`src/rtl/edge_pulse_pkg.sv`:
```
// Shared types for the edge pulse bank: per-channel debounce FSM states,
// edge-mode encoding and the counter-width helper.
package edge_pulse_pkg;

    typedef enum logic [1:0] {
        STABLE_LO = 2'd0,
        CHECK_HI  = 2'd1,
        STABLE_HI = 2'd2,
        CHECK_LO  = 2'd3
    } state_t;

    typedef enum logic [1:0] {
        MODE_OFF  = 2'b00,
        MODE_RISE = 2'b01,
        MODE_FALL = 2'b10,
        MODE_BOTH = 2'b11
    } mode_t;

    // One spare bit above the value's own width so a counter can never wrap.
    function automatic int cnt_w(input int value);
        return $clog2((value < 2) ? 2 : value) + 1;
    endfunction

endpackage

```
`src/rtl/edge_pulse_chan.sv`:
```
// One channel: synchroniser, debounce FSM and retriggerable pulse stretcher.
// Mode only qualifies the accepted edge; it never touches debounce tracking.
module edge_pulse_chan
    import edge_pulse_pkg::*;
#(
    parameter int SYNC_STAGES  = 2,
    parameter int DEBOUNCE_CYC = 4,
    parameter int PULSE_LEN    = 1
) (
    input  logic       clk,
    input  logic       reset,
    input  logic       L,
    input  logic [1:0] mode,
    output logic       P,
    output logic       level
);

    localparam int DB_W = cnt_w(DEBOUNCE_CYC);
    localparam int PL_W = cnt_w(PULSE_LEN);

    if (SYNC_STAGES < 2) begin : g_bad_sync
        $error("edge_pulse_chan: SYNC_STAGES must be >= 2");
    end
    if (DEBOUNCE_CYC < 1) begin : g_bad_db
        $error("edge_pulse_chan: DEBOUNCE_CYC must be >= 1");
    end
    if (PULSE_LEN < 1) begin : g_bad_pl
        $error("edge_pulse_chan: PULSE_LEN must be >= 1");
    end

    logic [SYNC_STAGES-1:0] r_sync;
    state_t                 r_state;
    state_t                 w_state_nxt;
    logic [DB_W-1:0]        r_db_cnt;
    logic [DB_W-1:0]        w_db_cnt_nxt;
    logic [DB_W-1:0]        w_db_inc;
    logic [PL_W-1:0]        r_pulse_cnt;
    logic                   w_sync;
    logic                   w_rise;
    logic                   w_fall;
    logic                   w_fire;
    mode_t                  w_mode;

    assign w_sync   = r_sync[SYNC_STAGES-1];
    assign w_db_inc = r_db_cnt + DB_W'(1);
    assign w_mode   = mode_t'(mode);

    always_ff @(posedge clk or posedge reset) begin
        if (reset) begin
            r_sync <= '0;
        end else begin
            r_sync <= {r_sync[SYNC_STAGES-2:0], L};
        end
    end

    always_ff @(posedge clk or posedge reset) begin
        if (reset) begin
            r_state  <= STABLE_LO;
            r_db_cnt <= '0;
        end else begin
            r_state  <= w_state_nxt;
            r_db_cnt <= w_db_cnt_nxt;
        end
    end

    // The edge whose increment would reach DEBOUNCE_CYC is the accepting edge,
    // so the new level wins after exactly DEBOUNCE_CYC synchronised samples.
    always_comb begin
        w_state_nxt  = r_state;
        w_db_cnt_nxt = r_db_cnt;
        w_rise       = 1'b0;
        w_fall       = 1'b0;
        case (r_state)
            STABLE_LO: begin
                if (w_sync) begin
                    if (DEBOUNCE_CYC == 1) begin
                        w_state_nxt = STABLE_HI;
                        w_rise      = 1'b1;
                    end else begin
                        w_state_nxt  = CHECK_HI;
                        w_db_cnt_nxt = DB_W'(1);
                    end
                end
            end
            CHECK_HI: begin
                if (!w_sync) begin
                    w_state_nxt  = STABLE_LO;
                    w_db_cnt_nxt = '0;
                end else if (w_db_inc == DB_W'(DEBOUNCE_CYC)) begin
                    w_state_nxt  = STABLE_HI;
                    w_db_cnt_nxt = '0;
                    w_rise       = 1'b1;
                end else begin
                    w_db_cnt_nxt = w_db_inc;
                end
            end
            STABLE_HI: begin
                if (!w_sync) begin
                    if (DEBOUNCE_CYC == 1) begin
                        w_state_nxt = STABLE_LO;
                        w_fall      = 1'b1;
                    end else begin
                        w_state_nxt  = CHECK_LO;
                        w_db_cnt_nxt = DB_W'(1);
                    end
                end
            end
            CHECK_LO: begin
                if (w_sync) begin
                    w_state_nxt  = STABLE_HI;
                    w_db_cnt_nxt = '0;
                end else if (w_db_inc == DB_W'(DEBOUNCE_CYC)) begin
                    w_state_nxt  = STABLE_LO;
                    w_db_cnt_nxt = '0;
                    w_fall       = 1'b1;
                end else begin
                    w_db_cnt_nxt = w_db_inc;
                end
            end
            default: begin
                w_state_nxt  = STABLE_LO;
                w_db_cnt_nxt = '0;
            end
        endcase
    end

    assign w_fire = (w_rise && (w_mode == MODE_RISE || w_mode == MODE_BOTH)) ||
                    (w_fall && (w_mode == MODE_FALL || w_mode == MODE_BOTH));

    // A new event reloads rather than accumulates, stretching an active pulse.
    always_ff @(posedge clk or posedge reset) begin
        if (reset) begin
            r_pulse_cnt <= '0;
        end else if (w_fire) begin
            r_pulse_cnt <= PL_W'(PULSE_LEN);
        end else if (r_pulse_cnt != '0) begin
            r_pulse_cnt <= r_pulse_cnt - PL_W'(1);
        end
    end

    assign P     = (r_pulse_cnt != '0);
    assign level = (r_state == STABLE_HI) || (r_state == CHECK_LO);

endmodule

```
`src/rtl/edge_pulse_bank.sv`:
```
// Bank of independent debounced edge-to-pulse channels with a combined
// any-pulse flag.
module edge_pulse_bank
    import edge_pulse_pkg::*;
#(
    parameter int N_CH         = 4,
    parameter int SYNC_STAGES  = 2,
    parameter int DEBOUNCE_CYC = 4,
    parameter int PULSE_LEN    = 1
) (
    input  logic              clk,
    input  logic              reset,
    input  logic [N_CH-1:0]   L,
    input  logic [2*N_CH-1:0] mode,
    output logic [N_CH-1:0]   P,
    output logic [N_CH-1:0]   level,
    output logic              any_p
);

    if (N_CH < 1 || N_CH > 32) begin : g_bad_nch
        $error("edge_pulse_bank: N_CH must be in 1..32");
    end

    for (genvar i = 0; i < N_CH; i++) begin : g_chan
        edge_pulse_chan #(
            .SYNC_STAGES (SYNC_STAGES),
            .DEBOUNCE_CYC(DEBOUNCE_CYC),
            .PULSE_LEN   (PULSE_LEN)
        ) u_chan (
            .clk  (clk),
            .reset(reset),
            .L    (L[i]),
            .mode (mode[2*i+1:2*i]),
            .P    (P[i]),
            .level(level[i])
        );
    end

    assign any_p = |P;

endmodule

```
`config.mk`:
```
export PLATFORM = sky130hd
export DESIGN_NAME = edge_pulse_bank
export DESIGN_NICKNAME = d
export VERILOG_FILES = /design/src/rtl/edge_pulse_pkg.sv /design/src/rtl/edge_pulse_chan.sv /design/src/rtl/edge_pulse_bank.sv
export SDC_FILE = /design/constraint.sdc
export NUM_CORES = 1
export LEC_CHECK = 0
export ABC_AREA = 1
export CORE_MARGIN = 8
export CORE_UTILIZATION = 40
export DETAILED_ROUTE_END_ITERATION = 8
export SYNTH_ARGS = -nofsm -noshare
export SYNTH_HDL_FRONTEND = slang
export SYNTH_SLANG_ARGS = --single-unit
```
`constraint.sdc`:
```
create_clock -name clk -period 1.2 [get_ports clk]
set_input_delay 0.24 -clock clk [delete_from_list [all_inputs] [get_ports clk]]
set_output_delay 0.24 -clock clk [all_outputs]
set_load 0.05 [all_outputs]
```
* After elaboration in Yosys (flattened, before gate mapping)
Cells that the tools add are included.
** Storage, ports and cells
- Logic and storage cells :: 193
- Register bits after elaboration :: 36
- Output and inout bits :: 9
- Bits of input ports :: 14
** Operators by class
- Equality and inequality tests :: 44
- Add/subtract/negate cells :: 8
- Muxes and demuxes :: 80
- Reduce and logical (&&, ||, !) cells :: 45
** Operators by type and width (number)
- two-way mux 2 bit :: 32
- two-way mux 3 bit :: 20
- one-hot mux 3 bit (4 select lines) :: 4
- equality test 2 bit, second input constant :: 16
- one-hot mux 2 bit (4 select lines) :: 4
- two-way mux 1 bit :: 20
- equality test 2 x 1 -> 1 bit, second input constant :: 8
- logical OR 1 bit :: 16
- AND reduction 4 bit :: 4
- nonzero test 2 bit :: 8
- adder 3 x 1 -> 3 bit, second input constant :: 4
- equality test 3 bit, second input constant :: 4
- inequality test 3 x 1 -> 1 bit, second input constant :: 4
- inequality test 3 bit, second input constant :: 4
- logical AND 1 bit :: 8
- logical NOT 2 bit :: 4
- inequality test 2 x 1 -> 1 bit, second input constant :: 4
- inequality test 2 bit, second input constant :: 4
- AND reduction 2 bit :: 4
- subtractor 2 x 1 -> 2 bit, second input constant :: 4
- OR reduction 4 bit :: 1

* Longest topological paths before layout
Gate-level depths: netlist of run 1.
- Word-level depth :: 8
- Mapped depth :: 7
- Gate-level depth less buffers :: 7

* Modules after synthesis
A second synthesis of run 1 with hierarchy kept.
** Second synthesis, totals
- Cell total of the unflattened synthesis :: 228
- Area, all modules :: 1875.5 um^2
** Modules (own cells, without submodules)
- edge_pulse_chan (g_chan[0].u_chan ...) :: cells an instance 55, instances 3, area an instance 460.4 um^2, seq. area each 225.2 um^2
- edge_pulse_chan (g_chan[3].u_chan) :: cells an instance 60, instances 1, area an instance 483.0 um^2, seq. area each 225.2 um^2
- edge_pulse_bank :: cells an instance 3, instances 1, area an instance 11.3 um^2, seq. area each 0.0 um^2

* Least setup slack after synthesis of run 1
No wires, ideal clock.
- Path type :: reg-to-output
- From :: reg g_chan[0].u_chan.r_pulse_cnt[0]
- To :: out any_p
- Stages on the path, launching flop included :: 4
- Arrival time :: 1.138 ns
- Required time :: 0.960 ns
- Path buffers :: 0
- Path slack :: -0.178 ns
- Path through :: dfrtp_1 inv_1 ha_1 nand4_1
** Between the ends
- Cells in the longest elaborated chain, start to end :: 2
** Ends and longest elaborated chain
- start, declared :: RTL line edge_pulse_chan.sv:37 : logic [PL_W-1:0] r_pulse_cnt;
- start signal, assigned :: RTL line edge_pulse_chan.sv:135 : r_pulse_cnt <= PL_W'(PULSE_LEN);
- start signal, assigned :: RTL line edge_pulse_chan.sv:137 : r_pulse_cnt <= r_pulse_cnt - PL_W'(1);
- nonzero test 2 bit :: RTL line edge_pulse_chan.sv:141 : assign P = (r_pulse_cnt != '0);
- OR reduction 4 bit :: RTL line edge_pulse_bank.sv:39 : assign any_p = |P;
- end, declared :: RTL line edge_pulse_bank.sv:17 : output logic any_p
No other way between the ends.

* Worst setup path after layout of run 1
- From :: reg g_chan[3].u_chan.r_pulse_cnt[1]
- To :: out any_p
** Between the ends
- Cells in the longest elaborated chain, start to end :: 2
** Ends and longest elaborated chain (RTL line)
- start, declared :: edge_pulse_chan.sv:37
- start signal, assigned :: edge_pulse_chan.sv:135
- start signal, assigned :: edge_pulse_chan.sv:137
- nonzero test 2 bit :: edge_pulse_chan.sv:141
- OR reduction 4 bit :: edge_pulse_bank.sv:39
No other way between the ends.

==> results of run 1 <==
==> per-layer routing <==
| layer | part of all wire, % | wire (um) |
|---|---|---|
| met1 | 48 | 1548 |
| met2 | 45 | 1462 |
| met3 | 4.8 | 153 |
| met4 | 1.7 | 55 |
| met5 | 0 | 0 |
==> critical path, cell delays in order, from the launching register on <==
cell	delay (ps)
dfrtp_1	390
inv_2	70
ha_4	140
nand4_1	140
buf_12	180
==> final timing paths <==
check | start | to | depth (start not counted)
setup / recovery | g_chan[3].u_chan.r_pulse_cnt[1] | any_p | 4
hold reg to reg | g_chan[1].u_chan.r_sync[0] | g_chan[1].u_chan.r_sync[1] | 0
max in group asynchronous | reset | async pin | 3
min in group clk | g_chan[1].u_chan.r_sync[0] | g_chan[1].u_chan.r_sync[1] | 0
hold / removal | reset | g_chan[3].u_chan.r_sync[0] | 3
setup reg to reg | g_chan[0].u_chan.r_db_cnt[1] | g_chan[0].u_chan.r_pulse_cnt[1] | 5
==> power groups by stage <==
stage | combinational, mW | sequential, mW | clock [mW]
4_1_cts | 3.19 | 1.99 | 1.09
3_3_place_gp | 2.87 | 2.00 | 0
2_1_floorplan | 2.13 | 1.90 | 0
6_report | 3.42 | 2.01 | 1.05
5_1_grt | 3.80 | 2.06 | 1.14
3_5_place_dp | 2.96 | 2.01 | 0
==> metrics by stage <==
stage / worst slack, ps / std cells / setup TNS, ps
after floorplan: -104.2 / 214 / -104.2
after global placement: 21.33 / 283 / 0
after detailed placement: -4.351 / 283 / -4.351
after CTS: -274.9 / 298 / -931.4
after global routing: -301.5 / 303 / -1541
final: -254.4 / 303 / -888.6
==> final cells by class <==
type	instances	area share, %
clock buffers	6	2.894
clock inverters	2	1.397
inverters	37	5.639
multi-input cells	128	32.24
flip-flops and latches	36	36.08
well taps	52	2.595
repair buffers	42	19.16
==> cells by family after synthesis <==
family                   Yosys count  synth area share (%)
buffers and inverters             50                 12.04
adder cells (fa/ha/maj)           14                 9.629
flip-flops                        36                 49.52
AND/OR/NAND/NOR                   91                 21.39
AO/OA/AOI/OAI                     19                 5.502
XOR/XNOR                           4                 1.926
==> repair_timing <==
action,in CTS,in global routing
endpoints found under the setup margin,8,23
pin swaps,3,15
gates resized for setup,8,23
setup buffers,7,6
==> cell usage after synthesis, types with 2 or more instances <==
master,n,area [um^2]
o21ai_0,5,25.02
nand4_1,6,37.54
o21ai_1,2,10.01
dfrtp_1,36,900.9
ha_1,14,175.2
nor2_1,16,60.06
buf_4,8,60.06
clkbuf_1,4,15.01
nand3_1,14,70.07
a21oi_1,10,50.05
nand2_1,50,187.7
nand2_2,3,18.77
nand3b_1,2,15.01
xor2_1,4,35.03
inv_1,37,138.9
==> cells in the final DEF, fill, tap and decap left out, drive strengths merged <==
cell,n
nand2,53
inv,37
dfrtp,36
buf,29
nor2,16
nand3,14
ha,14
clkdlybuf4s50,13
a21oi,10
o21ai,7
nand4,6
clkbuf,6
xor2,4
nand3b,2
o21bai,1
o211ai,1
bufinv,1
clkinv,1
==> flow_summary.json, run 1 <==
{
  "status": "complete, but fails checks",
  "violations": "negative setup slack",
  "htreeDepth": 2,
  "vias": 1373,
  "fill_cells": 390,
  "arrival_ps": 1210,
  "setup_viol": 5,
  "cts-root-buf": "clkbuf_8",
  "layout.nets": 278,
  "clock_power_share_pct": 16.2,
  "numCtsBuffers": 5,
  "worst_setup_path_end_kind": "primary output",
  "grt_antenna_before_repair": 0,
  "drt-pass1-iter-count": 4,
  "placedInstanceArea_um2": 2237,
  "relSlewSlack_pct": 82.32,
  "startpoint_type": "flop",
  "clk_pin_slew_ps": 70,
  "die-area_um2": 6962,
  "worstHoldPathType": "in2async",
  "drtAntennaViolNets": 0,
  "synthCells": 214,
  "top_level_ports": 23,
  "gr-usage-met3_pct": 4.395,
  "tightest_slew_ps": 265.2,
  "ys.flop_type": "dfrtp_1",
  "power_switching_share_pct": 38.72,
  "hpwl_mm": 2.239,
  "switchingPower_mw": 2.505,
  "finalClockSkew_ps": 4.147,
  "critical_path.max_fanout": 3,
  "combPwrFrac_pct": 52.8,
  "min_period_ps": 1454,
  "ys_warn_count": 0,
  "tritoncts": "built",
  "grt_pass1_vias": 1315,
  "antenna_cells": 0,
  "clock_path_buffers": 2,
  "powerDensity_nw_per_um2": 2581,
  "finalCritPeriodShare_pct": 121.2,
  "vias_per_cell": 4.531,
  "peakVddDrop_uv": 1087,
  "syn_area_um2": 1819,
  "grt_use_total_pct": 9.331,
  "grt_setup_unrepaired": "yes",
  "syn_area_per_cell_um2": 8.501,
  "internal_power_mw": 3.965,
  "drv_slew": 0,
  "ys_seq_area_share_pct": 49.52,
  "start_util_pct": 41.50,
  "overflow": 0,
  "core_um2": 4384,
  "drive_gt1_share_pct": 29.08,
  "busiest_layer": "met2",
  "grtUsageMet1_pct": 10.74,
  "fp-row-count": 24,
  "cp.required_ps": 960,
  "multi_input_area_um2": 808.3,
  "first_iter_violations": 37,
  "power_frac_seq_pct": 31.0,
  "fin_util_pct": 57.19,
  "grt_max_degree": 37,
  "final-hold-violation-count": 0,
  "gr-usage-met2_pct": 14.57,
  "ys_async_sr_fraction_pct": 100.0,
  "synth_nets": 242,
  "wl_per_cell_um": 10.63,
  "fin_area_um2": 2507,
  "numPortBuffers": 22,
  "synth_edf_count": 0,
  "drv_cap": 0,
  "leakage_nw": 1.261,
  "rrSetupSlack_ps": 20,
  "ys_types": 18,
  "area_growth_pct": 37.83,
  "routed_wl_mm": 3.220,
  "die_x_um": 83.44,
  "setup_ws_ps": -254.4,
  "drc": 0,
  "grt_pass1_wl_mm": 5.430,
  "p_total_mw": 6.470,
  "hold_buffers": 0,
  "fin_hold_ws_ps": 291.9,
  "gp_congestion": 0.7397,
  "seq_area_um2": 904.6,
  "clk_latency_ps": 290,
  "cts_sinks": 36,
  "critPathKind": "reg2out",
  "synth_seq_cells": 36,
  "fmax_mhz": 687.6,
  "fp.dieH_um": 83.44
}
No activity file was read; power rests on OpenSTA's default activity.
==> run 2: changes to the inputs <==
CORE_UTILIZATION = 49   (was 40)
PLACE_DENSITY = 0.75   (was not set)
==> flow_summary.json, run 2 (synthesis gave the netlist of run 1 again) <==
{
  "finalCritPeriodShare_pct": 124.4,
  "grt_pass1_wl_mm": 5.796,
  "gp_congestion": 0.7510,
  "switchingPower_mw": 2.644,
  "critical_path.max_fanout": 3,
  "fin_util_pct": 70.92,
  "wl_per_cell_um": 11.59,
  "worst_setup_path_end_kind": "primary output",
  "fill_cells": 258,
  "clk_latency_ps": 290,
  "layout.nets": 287,
  "violations": "negative setup slack",
  "vias": 1463,
  "clock_power_share_pct": 12.2,
  "fp.dieH_um": 76.93,
  "grt_pass1_vias": 1359,
  "layout.cells.most_common_list": "44 x nand2_1, 33 x dfrtp_1, 24 x buf_4",
  "drc": 0,
  "grt_max_degree": 37,
  "fp-row-count": 22,
  "relSlewSlack_pct": 83.88,
  "first_iter_violations": 40,
  "final_common_cell": "nand2_1",
  "htreeDepth": 2,
  "cp.required_ps": 960,
  "hpwl_mm": 2.325,
  "numPortBuffers": 22,
  "vias_per_cell": 4.765,
  "power_switching_share_pct": 39.91,
  "peakVddDrop_uv": 1014,
  "power_frac_seq_pct": 30.5,
  "top_level_ports": 23,
  "final-hold-violation-count": 0,
  "clk_pin_slew_ps": 70,
  "startpoint_type": "flop",
  "leakage_nw": 1.301,
  "routed_wl_mm": 3.557,
  "grt_use_total_pct": 12.10,
  "grt_antenna_before_repair": 0,
  "worstHoldPathType": "in2async",
  "wl_met2_mm": 1.701,
  "seq_area_um2": 904.6,
  "finalClockSkew_ps": 6.171,
  "multi_input_area_um2": 813.3,
  "numCtsBuffers": 5,
  "combPwrFrac_pct": 57.3,
  "setup_viol": 7,
  "critPathKind": "reg2out",
  "grt_setup_unrepaired": "yes",
  "cts-root-buf": "clkbuf_8",
  "wl_met3_um": 187,
  "arrival_ps": 1250,
  "internal_power_mw": 3.981,
  "min_period_ps": 1493,
  "hold_buffers": 0,
  "fin_hold_ws_ps": 296.7,
  "setup_ws_ps": -292.5,
  "cts_sinks": 36,
  "start_util_pct": 50.45,
  "drv_cap": 0,
  "area_growth_pct": 40.58,
  "drt-pass1-iter-count": 4,
  "status": "complete, but fails checks",
  "tightest_slew_ps": 241.7,
  "fmax_mhz": 670.0,
  "m1WireLength_mm": 1.580,
  "die_x_um": 76.93,
  "top_layer": "met4",
  "drive_gt1_share_pct": 33.20,
  "antenna_cells": 0,
  "powerDensity_nw_per_um2": 2590,
  "clock_path_buffers": 2,
  "die-area_um2": 5918,
  "drv_slew": 0,
  "core_um2": 3606,
  "overflow": 0,
  "drtAntennaViolNets": 0,
  "tritoncts": "built"
}
==> run 2: cell count changes in the layout (fill, tap and decap cells not counted), sizes merged <==
cell    change
buf         +9
bufinv      -1
==> run 2: routing by layer <==
metal / track usage [%] / vias to the layer above
li1: - / 743
met1: 14.27 / 676
met3: 5.245 / 8
met5: 0 / -
met4: 6.154 / 0
met2: 18.27 / 36
==> run 2: per-stage QoR <==
step / worst slack [ps] / total power [mW] / area (um^2) / TNS [ps] / cells
finish: -292.5 / 6.625 / 2557 / -1109 / 307
global route: -351.3 / 7.148 / 2557 / -2012 / 307
CTS: -281.3 / 6.111 / 2400 / -983.9 / 296
detailed placement: -3.779 / 4.964 / 2232 / -3.779 / 279
global placement: 29.89 / 4.856 / 2232 / 0 / 279
floorplan: -104.2 / 4.031 / 1869 / -104.2 / 214
==> run 2: critical path: stages (launching register included) <==
cell	delay (ps)
dfrtp_1	390
inv_2	80
ha_4	150
nand4_1	160
buf_12	190
==> run 2: power by group through the flow <==
stage	logic [mW]	clock network (mW)	registers, mW
2_1_floorplan	2.13	0	1.90
3_3_place_gp	2.87	0	1.99
3_5_place_dp	2.96	0	2.01
4_1_cts	3.28	0.837	2.00
5_1_grt	4.19	0.883	2.08
6_report	3.80	0.810	2.02
==> run 2: path summary, 6_finish.rpt <==
check | cells past startpoint | end | slack (ps) | startpoint
max | 4 | any_p | -290 | g_chan[2].u_chan.r_pulse_cnt[0]
min | 3 | g_chan[3].u_chan.r_sync[0] | 300 | reset
max reg2reg | 6 | g_chan[3].u_chan.r_pulse_cnt[0] | -60 | g_chan[3].u_chan.r_pulse_cnt[1]
min reg2reg | 0 | g_chan[2].u_chan.r_sync[1] | 350 | g_chan[2].u_chan.r_sync[0]
max in group asynchronous | 3 | async pin | 710 | reset
min in group clk | 0 | g_chan[2].u_chan.r_sync[1] | 350 | g_chan[2].u_chan.r_sync[0]
==> run 2: layout make-up <==
class / instances / area share (%)
Sequential cell: 36 / 35.37
Clock buffer: 6 / 2.838
Multi-Input combinational cell: 128 / 31.80
Inverter: 37 / 5.724
Timing Repair Buffer: 51 / 21.72
Clock inverter: 1 / 0.1957
Tap cell: 48 / 2.348
==> run 2: timing repair <==
action / 4_1_cts / 5_1_grt
gates resized for setup: 13 / 28
setup endpoints to repair: 13 / 23
endpoints found under the hold margin: 0 / 0
pin swaps: 7 / 19
setup buffers: 11 / 13
